[config.mk]
export PLATFORM = sky130hd
export DESIGN_NAME = tour_cmd
export DESIGN_NICKNAME = d
export VERILOG_FILES = /design/src/rtl/tour_cmd.sv
export SDC_FILE = /design/constraint.sdc
export NUM_CORES = 1
export LEC_CHECK = 0
export BUFFER_PORTS_ARGS = -buffer_cell sky130_fd_sc_hd__buf_2
export CORE_MARGIN = 2
export CORE_UTILIZATION = 40
export DETAILED_ROUTE_END_ITERATION = 8
export PLACE_DENSITY = 0.78
export SLEW_MARGIN = 15
export SYNTH_ARGS = -nofsm -noshare
export SYNTH_HDL_FRONTEND = slang
export SYNTH_SLANG_ARGS = --single-unit
[constraint.sdc]
create_clock -name clk -period 1.7 [get_ports clk]
set_clock_uncertainty 0.1 [all_clocks]
set_input_delay 0.085 -clock clk [delete_from_list [all_inputs] [get_ports clk]]
set_output_delay 0.085 -clock clk [all_outputs]
set_load 0.03 [all_outputs]
[src/rtl/tour_cmd.sv]
// rtl/tour_cmd.sv - replays a 24-move knight tour as two-leg movement commands,
// otherwise passes UART commands straight through to the command processor.
module tour_cmd (
  input  logic        clk,
  input  logic        rst_n,
  input  logic        start_tour,
  input  logic [7:0]  move,
  output logic [4:0]  mv_indx,
  input  logic [15:0] cmd_UART,
  input  logic        cmd_rdy_UART,
  output logic        clr_cmd_rdy_UART,
  output logic [15:0] cmd,
  output logic        cmd_rdy,
  input  logic        clr_cmd_rdy,
  input  logic        send_resp,
  output logic [7:0]  resp
);

  localparam logic [7:0] HDG_N = 8'h00;
  localparam logic [7:0] HDG_W = 8'h3F;
  localparam logic [7:0] HDG_S = 8'h7F;
  localparam logic [7:0] HDG_E = 8'hBF;
  localparam logic [4:0] LAST_MOVE = 5'd23;

  typedef enum logic [2:0] {IDLE, LEG1, WAIT1, LEG2, WAIT2} state_t;

  state_t      state, state_nxt;
  logic [4:0]  indx_nxt;
  logic [7:0]  hdg1, hdg2;
  logic [15:0] leg1, leg2;

  always_ff @(posedge clk or negedge rst_n) begin
    if (!rst_n) begin
      state   <= IDLE;
      mv_indx <= 5'd0;
    end else begin
      state   <= state_nxt;
      mv_indx <= indx_nxt;
    end
  end

  // Lowest set bit of the one-hot move wins if the solver ever presents several.
  always_comb begin
    hdg1 = HDG_N;
    hdg2 = HDG_N;
    casez (move)
      8'b???????1: begin hdg1 = HDG_N; hdg2 = HDG_E; end
      8'b??????10: begin hdg1 = HDG_N; hdg2 = HDG_W; end
      8'b?????100: begin hdg1 = HDG_W; hdg2 = HDG_N; end
      8'b????1000: begin hdg1 = HDG_W; hdg2 = HDG_S; end
      8'b???10000: begin hdg1 = HDG_S; hdg2 = HDG_W; end
      8'b??100000: begin hdg1 = HDG_S; hdg2 = HDG_E; end
      8'b?1000000: begin hdg1 = HDG_E; hdg2 = HDG_S; end
      8'b10000000: begin hdg1 = HDG_E; hdg2 = HDG_N; end
      default:     begin hdg1 = HDG_N; hdg2 = HDG_N; end
    endcase
  end

  // An empty move degrades to a zero-length north move on both legs.
  assign leg1 = (move == 8'h00) ? 16'h4000 : {4'h4, hdg1, 4'h2};
  assign leg2 = (move == 8'h00) ? 16'h4000 : {4'h5, hdg2, 4'h1};

  always_comb begin
    state_nxt        = state;
    indx_nxt         = mv_indx;
    cmd              = cmd_UART;
    cmd_rdy          = cmd_rdy_UART;
    clr_cmd_rdy_UART = clr_cmd_rdy;
    resp             = 8'hA5;
    case (state)
      IDLE: begin
        resp = 8'h5A;
        if (start_tour) begin
          state_nxt = LEG1;
          indx_nxt  = 5'd0;
        end
      end
      LEG1: begin
        cmd              = leg1;
        cmd_rdy          = 1'b1;
        clr_cmd_rdy_UART = 1'b0;
        if (clr_cmd_rdy) state_nxt = WAIT1;
      end
      WAIT1: begin
        cmd              = leg1;
        cmd_rdy          = 1'b0;
        clr_cmd_rdy_UART = 1'b0;
        if (send_resp) state_nxt = LEG2;
      end
      LEG2: begin
        cmd              = leg2;
        cmd_rdy          = 1'b1;
        clr_cmd_rdy_UART = 1'b0;
        if (clr_cmd_rdy) state_nxt = WAIT2;
      end
      WAIT2: begin
        cmd              = leg2;
        cmd_rdy          = 1'b0;
        clr_cmd_rdy_UART = 1'b0;
        if (mv_indx == LAST_MOVE) resp = 8'h5A;
        if (send_resp) begin
          if (mv_indx == LAST_MOVE) begin
            state_nxt = IDLE;
          end else begin
            indx_nxt  = mv_indx + 5'd1;
            state_nxt = LEG1;
          end
        end
      end
      default: state_nxt = IDLE;
    endcase
  end

endmodule

# [After elaboration in Yosys (flattened, before gate mapping)]
# Index checks and enable logic that the tools add are counted.
[totals] register_bits=8 inputBits=30 output_inout_bits=31
[classes] addsub=1 n_eq_ne=18 n_mux=20 reduce_logical=16
[op_table] operator="8-bit case mux with 3 select lines" n=2
[op_table] operator="16-bit case mux with 2 select lines" n=1
[op_table] operator="2-bit OR reduction" n=10
[op_table] operator="8-bit case mux with 2 select lines" n=1
[op_table] operator="3-bit 2-to-1 mux" n=5
[op_table] operator="5-bit 2-to-1 mux" n=3
[op_table] operator="3-bit case mux with 5 select lines" n=1
[op_table] operator="13-bit 2-to-1 mux" n=1
[op_table] operator="12-bit 2-to-1 mux" n=1
[op_table] operator="2-bit inequality test (second input constant)" n=6
[op_table] operator="5-bit == test (second input constant)" n=2
[op_table] operator="5-bit case mux with 2 select lines" n=1
[op_table] operator="8-bit == test (second input constant)" n=1
[op_table] operator="8-bit logical NOT" n=1
[op_table] operator="8-bit 2-to-1 mux" n=1
[op_table] operator="7-bit == test (second input constant)" n=1
[op_table] operator="3-bit by 2-bit == test with 1-bit output (second input constant)" n=2
[op_table] operator="3-bit == test (second input constant)" n=2
[op_table] operator="6-bit == test (second input constant)" n=1
[op_table] operator="5-bit by 1-bit adder with 5-bit output (second input constant)" n=1
[op_table] operator="5-bit AND reduction" n=1
[op_table] operator="4-bit == test (second input constant)" n=1
[op_table] operator="4-bit AND reduction" n=1
[op_table] operator="4-bit OR reduction" n=1
[op_table] operator="6 further kinds" n=7

# [Longest topological paths before layout]
# Gate-level depths: netlist of run 1.
[depth] ltp_word=5 mapped_depth=6 depth_no_buf=5

# [Worst setup path before layout of run 1]
# OpenSTA, ideal clock, no wires.
[synth_path] path_kind="register to output" start="reg mv_indx[0]" end="out resp[2]" arrival_ps=2328 required_time_ps=1515 setup_slack_ps=-813 path_stages_with_launch=6 path_buffers=1 cell_sequence="dfrtp_1 ha_1 nand4b_1 a21oi_1 inv_1 buf_4"
[synth_between] elab_chain_len=3
[synth_lines] element="start, declared" line="8" text="output logic [4:0] mv_indx,"
[synth_lines] element="start signal, assigned" line="38" text="mv_indx <= indx_nxt;"
[synth_lines] element="5-bit == test" line="100" text="if (mv_indx == LAST_MOVE) resp = 8'h5A;"
[synth_lines] element="8-bit 2-to-1 mux" line="100"
[synth_lines] element="8-bit case mux with 2 select lines" line="70" text="case (state)"
[synth_lines] element="end, declared" line="16" text="output logic [7:0] resp"
# Every way passes these cells.

# [Worst setup path in the final report of run 1]
[layout_path] start="reg state[2]" end="out cmd[10]"
[layout_between] elab_chain_len=3 word_cells_on_any_way=7
[layout_lines] element="start, declared" line="27" text="state_t state, state_nxt;"
[layout_lines] element="start signal, assigned" line="37" text="state <= state_nxt;"
[layout_lines] element="3-bit == test (tied with other cells)" line="70"
[layout_lines] element="2-bit OR reduction (no source line)"
[layout_lines] element="16-bit case mux with 2 select lines *" line="70"
[layout_lines] element="end, declared" line="12" text="output logic [15:0] cmd,"
# Every way passes the cells marked *; elsewhere a longest branch is shown, timed or not.

==> flow_summary.toml, run 1 <==
[floorplanning]
fp.dieH_um = 50.6
start_util_pct = 43.4
die_w_um = 50.6
core_area_mm2 = 0.00200
ios = 61
rows = 16
die-area_mm2 = 0.00256

[finish]
syn_to_final_growth_pct = 85.6
final_area_mm2 = 0.00161
antenna_cells = 0
drive_gt1_share_pct = 59.6
final_nets = 220
stdcell_count = 215
final_core_util_pct = 80.6

[drt]
wl_per_cell_um = 15.0
routed_wl_mm = 3.22
drc = 0
first_iter_violations = 29
wirelength_met1_mm = 1.19
wl_met3_um = 139
wl_met2_mm = 1.77
top_layer = "met4"
ant_nets = 0
vias = 1159
dr.pass1.iters = 4
viasPerCell = 5.39

[worst_setup_path]
arrival_ns = 1.77
critPathMaxStageDelay_ns = 0.41
path_max_fanout = 3
r2r_slack_ns = 0.02
critPathRequiredTime_ns = 1.51
r2r_end = "mv_indx[3]$_DFFE_PN0P_"
cp-end-kind = "output port"
crit_path_top_delay_cell = "dfrtp_1"
r2r_start = "state[2]$_DFFE_PN0P_"
endpoint = "cmd[10]"
crit_path_cell_trace = "or3b_4, a22oi_2, nand4bb_1, a31oi_4, buf_6"
cp-start-kind = "register"
critPathKind = "reg2out"
startpoint = "state[2]$_DFFE_PN0P_"
r2r_cells = 6

[clocking]
cts_inserted_buffers = 3
clock_sinks = 8
cts_tree = "yes"
path_clk_slew_ns = 0.07
clk-insertion-delay-late_ns = 0.26
cts_buffer_depth = 2
htreeDepth = 1
cts_root_buf = "clkbuf_4"

[power]
p_per_area_mw_per_mm2 = 2540
vdd_ir_drop_max_mv = 2.01
finalPower_mw = 4.10
leakagePower_nw = 0.791

[global_route]
track_usage_pct = 26.6
antenna_found_initial = 0
first_global_vias = 1160
grt_overflow = 0
grt_pass1_wl_mm = 5.20
grt_max_degree = 11

[yosys]
synth_common_cells = "nand2_1 (20), nor2_1 (10), dfrtp_1 (8)"
synth_ff_type = "dfrtp_1"
yosysSeqAreaShare_pct = 23.0
synth_nets = 141
synth-seq-cells = 8
async_reset_ff_share_pct = 100
yosysMostFrequentCell = "nand2_1"
yosys-top-cells-area = "dfrtp_1 (23%), nand2_1 (8.6%), buf_4 (5.2%)"
syn_inst = 110
synth.avg_cell_area_um2 = 7.91
synth.largest_area_cell = "dfrtp_1"
yosys_warnings = 0
netlist_area_um2 = 870
synth-edff-count = 0
synth.top_cell.area_share_pct = 23.0
synth_cell_types = 42

[placed_design]
place.gp.congestion = 0.917
hpwl_mm = 2.07
dp.cells = 205
io_buffers = 60
placed_cell_area_mm2 = 0.00130

[sta]
final.setup.worst_slack_ns = -0.251
max_freq_ghz = 0.512
rsz0062_at_grt = "yes"
setup_viol = 26
finalHoldViolCount = 0
whs_ns = 0.0832
min_period_over_period_pct = 115
timing_worst_slew_pin_value_ns = 0.375
period_minus_slack_ns = 1.95
slew_viol_final = 0
slew-limit-headroom_pct = 74.8

[flow_run]
drv_cap = 0

[run_status]
failed_checks = "setup timing"
status = "finished with violations"

[min_path]
min_path_type = "in2reg"
==> timing repair <==
action | CTS | global route
cloned | 1 | 0
pin swaps | 2 | 2
endpoints found under the setup margin | 25 | 29
setup buffers | 3 | 1
hold endpoints to repair | 8 | 0
hold buffers | 1 | 0
gates resized for setup | 55 | 13
==> area by class of cell <==
type                    count  area (µm²)
multi-input cells          90         676
repair buffers             84         666
fillers                   123         388
flip-flops and latches      8         203
well taps                  27        33.8
clock buffers               4        26.3
inverters                   2        10.0
==> registers in the layout, summed over array words and instances, names as in the netlist <==
register  flops
state         3
mv_indx       5
==> per-layer routing <==
metal  up-vias  GRT usage, %
met5         -             0
met4         0          10.4
met3        12          3.57
met2        57          50.4
met1       550          29.6
li1        540             -
==> metrics by stage <==
stage               setup WS [ns]  setup TNS (ns)
floorplan                 -0.0608          -0.329
global placement          0.00159               0
finish                     -0.251           -4.17
CTS                        -0.246           -3.37
global route               -0.319           -5.92
detailed placement        -0.0182         -0.0266
==> report_power, final <==
part | switching, mW | internal, mW
Combinational | 1.98 | 1.68
Clock | 0.0753 | 0.0901
Sequential | 0.0420 | 0.234
Total | 2.10 | 2.01
==> worst max-delay path: cells and delay by family, from the launching register on <==
kind / cells / cell delay, ns
simple gates: 2 / 0.58
flops: 1 / 0.41
compound gates: 2 / 0.37
buf+inv: 1 / 0.15
==> placed cells by master (no fill, tap or decap), drive strengths merged, types with 4 or more instances in the layout <==
cell type,count
buf,83
nor2,11
nand2,20
o21ai,7
and2,7
nand3,4
dfrtp,8
a21oi,4
clkbuf,4
==> kinds of logic (layout without fill, tap and decap cells) <==
group / after synthesis / after routing / share of synthesized area [%]
compound gates: 24 / 24 / 18.9
xor+xnor: 6 / 6 / 6.91
fa+ha+maj: 1 / 1 / 1.44
buf+inv: 12 / 90 / 12.1
flops: 8 / 8 / 23.0
mux: 1 / 1 / 1.15
simple gates: 58 / 58 / 36.5
==> worst min path at each step <==
stage,startpoint,cells past startpoint,to
after floorplan,rst_n,0,mv_indx[0]$_DFFE_PN0P_
after global placement,rst_n,1,mv_indx[3]$_DFFE_PN0P_
after detailed placement,rst_n,1,mv_indx[2]$_DFFE_PN0P_
after CTS,send_resp,3,state[2]$_DFFE_PN0P_
after global routing,rst_n,2,state[2]$_DFFE_PN0P_
final,send_resp,3,state[2]$_DFFE_PN0P_
No activity file was read; power rests on OpenSTA's default activity.
==> run 2: changes to the inputs <==
--- a/config.mk
+++ b/config.mk
@@ -5,11 +5,13 @@
 export SDC_FILE = /design/constraint.sdc
 export NUM_CORES = 1
 export LEC_CHECK = 0
+export ABC_AREA = 1
 export BUFFER_PORTS_ARGS = -buffer_cell sky130_fd_sc_hd__buf_2
 export CORE_MARGIN = 2
 export CORE_UTILIZATION = 40
+export CTS_BUF_LIST = sky130_fd_sc_hd__clkbuf_8
 export DETAILED_ROUTE_END_ITERATION = 8
-export PLACE_DENSITY = 0.78
+export PLACE_DENSITY = 0.77
 export SLEW_MARGIN = 15
 export SYNTH_ARGS = -nofsm -noshare
 export SYNTH_HDL_FRONTEND = slang
==> flow_summary.toml, run 2 <==
[yosys]
synth_nets = 195
synth_cell_types = 19
synth_ff_type = "dfrtp_1"
synth.avg_cell_area_um2 = 5.57
yosys_warnings = 0
synth_common_cells = "nand2_1 (62), inv_1 (26), nand3_1 (22)"
yosysMostFrequentCell = "nand2_1"
async_reset_ff_share_pct = 100
synth-seq-cells = 8
netlist_area_um2 = 913
yosys-top-cells-area = "nand2_1 (25%), dfrtp_1 (22%), nand3_1 (12%)"
synth.top_cell.area_share_pct = 25.5
synth-edff-count = 0
synth.largest_area_cell = "nand2_1"
yosysSeqAreaShare_pct = 21.9
syn_inst = 164

[drt]
drc = 0
routed_wl_mm = 2.71
viasPerCell = 4.75
wl_per_cell_um = 10.4
first_iter_violations = 44
ant_nets = 0
dr.pass1.iters = 6
vias = 1241

[worst_setup_path]
r2r_slack_ns = 0.14
cp-end-kind = "output port"
path_max_fanout = 6
arrival_ns = 1.50
r2r_end = "mv_indx[4]$_DFFE_PN0P_"
critPathRequiredTime_ns = 1.51
critPathMaxStageDelay_ns = 0.44
crit_path_top_delay_cell = "dfrtp_2"
critPathKind = "reg2out"
r2r_start = "state[1]$_DFFE_PN0P_"
r2r_cells = 9
crit_path_cell_trace = "inv_2, nand2_4, inv_1, nand2_2, nand2_2, nand2_4, nand3_1, buf_4"
cp-start-kind = "register"

[sta]
setup_tns_ns = 0
timing_worst_slew_pin_value_ns = 0.265
max_freq_ghz = 0.592
slew_viol_final = 0
slew-limit-headroom_pct = 82.3
setup_viol = 0
rsz0062_at_grt = "yes"
period_minus_slack_ns = 1.69
min_period_over_period_pct = 99.4
finalHoldViolCount = 0

[clocking]
cts_root_buf = "clkbuf_8"
cts_inserted_buffers = 3
path_clk_slew_ns = 0.04
clock_sinks = 8
cts_buffer_depth = 2
cts_tree = "yes"
htreeDepth = 1
clk-insertion-delay-late_ns = 0.23

[floorplanning]
fp.dieH_um = 51.8
die-area_mm2 = 0.00268
start_util_pct = 41.7
ios = 61
die_w_um = 51.8
rows = 17
core_area_mm2 = 0.00219

[power]
clkPwrFrac_pct = 6.6
leakagePower_nw = 0.909
vdd_ir_drop_max_mv = 2.00
power_switching_mw = 2.07
internal-power_mw = 1.48
p_seq_share_pct = 9.6
switching_share_pct = 58.4
p_per_area_mw_per_mm2 = 2360
power_frac_comb_pct = 83.8

[placed_design]
hpwl_mm = 1.87
io_buffers = 60
place.gp.congestion = 0.778
dp.cells = 246

[finish]
largestRegisters = "mv_indx x5, state x3"
largest_reg_flops = 5
antenna_cells = 0
largest-register = "mv_indx"
drive_gt1_share_pct = 45.1
nFillCells = 202
stdcell_count = 261
final_nets = 265
final_cell_mix = "nand2_1 (56), buf_2 (46), inv_1 (23)"
final_common_cell = "nand2_1"
syn_to_final_growth_pct = 64.7

[global_route]
grt_max_degree = 13
grt_overflow = 0
antenna_found_initial = 0
track_usage_pct = 17.9
first_global_vias = 970
grt_pass1_wl_mm = 3.77

[min_path]
min_path_type = "in2reg"
hold_depth = 4
hold_path.startpoint = "clr_cmd_rdy"
hold_path_end = "state[1]$_DFFE_PN0P_"

[flow_run]
drv_cap = 0

[run_status]
status = "complete, no violations"
run 2: cell families (layout without fill, tap and decap cells):
logic type	Yosys count	after routing	synth area share, %
AO/OA/AOI/OAI	8	8	4.79
adder cells (fa/ha/maj)	1	1	1.37
buffers and inverters	34	103	17.3
flip-flops	8	8	21.9
AND/OR/NAND/NOR	113	113	54.7
run 2: layout make-up:
cell class,count,area (µm²),share of cell area (%)
Inverter,27,115,7.65
Multi-Input combinational cell,122,628,41.8
Sequential cell,8,208,13.8
Tap cell,28,35.0,2.33
Clock buffer,3,41.3,2.75
Timing Repair Buffer,72,473,31.4
Clock inverter,1,3.75,0.250
run 2: what timing repair did:
item	4_1_cts	5_1_grt
pin swaps	2	5
hold buffers	1	0
gates resized for setup	14	40
endpoints found under the hold margin	8	0
endpoints found under the setup margin	16	16
setup buffers	1	9
run 2: metal layers:
layer	up-vias	routed length (µm)	track usage [%]
met5	-	0	0
li1	642	-	-
met3	4	178	3.16
met4	0	21	4.82
met1	534	1110	23.4
met2	61	1400	30.1
run 2: worst max-delay path by stage:
stage / from / end / slack [ns] / cells after the start
CTS: state[2]$_DFFE_PN0P_ / cmd[12] / 0.0006 / 8
detailed placement: state[2]$_DFFE_PN0P_ / cmd[7] / 0.10 / 6
floorplan: mv_indx[0]$_DFFE_PN0P_ / resp[2] / -0.13 / 7
global route: state[2]$_DFFE_PN0P_ / cmd[8] / -0.06 / 8
global placement: state[2]$_DFFE_PN0P_ / cmd[8] / 0.15 / 6
finish: state[2]$_DFFE_PN0P_ / cmd[8] / 0.01 / 8
run 2: power groups by stage:
stage                     combinational (mW)  sequential, mW  clock [mW]
after floorplan                         1.92           0.333           0
after global placement                  2.31           0.325           0
after detailed placement                2.32           0.324           0
after CTS                               2.46           0.335       0.236
after global routing                    3.18           0.352       0.257
final                                   2.98           0.342       0.233
run 2: stage by stage:
step                      total power [mW]  cell area (µm²)  hold slack, ns  utilization (%)  setup WS [ns]
after floorplan                       2.25              958          -0.311                -         -0.127
after global placement                2.63             1230          -0.164             56.3          0.146
after detailed placement              2.64             1230          -0.163             56.3          0.100
after CTS                             3.03             1330          0.0573             60.6       0.000561
after global routing                  3.79             1500          0.0862             68.6        -0.0631
final                                 3.55             1500          0.0610             68.6         0.0106
run 2: worst max-delay path, delay by kind of cell (launching register included):
kind,cells,cell delay [ns]
buffers and inverters,3,0.38
flip-flops,1,0.44
AND/OR/NAND/NOR,5,0.45
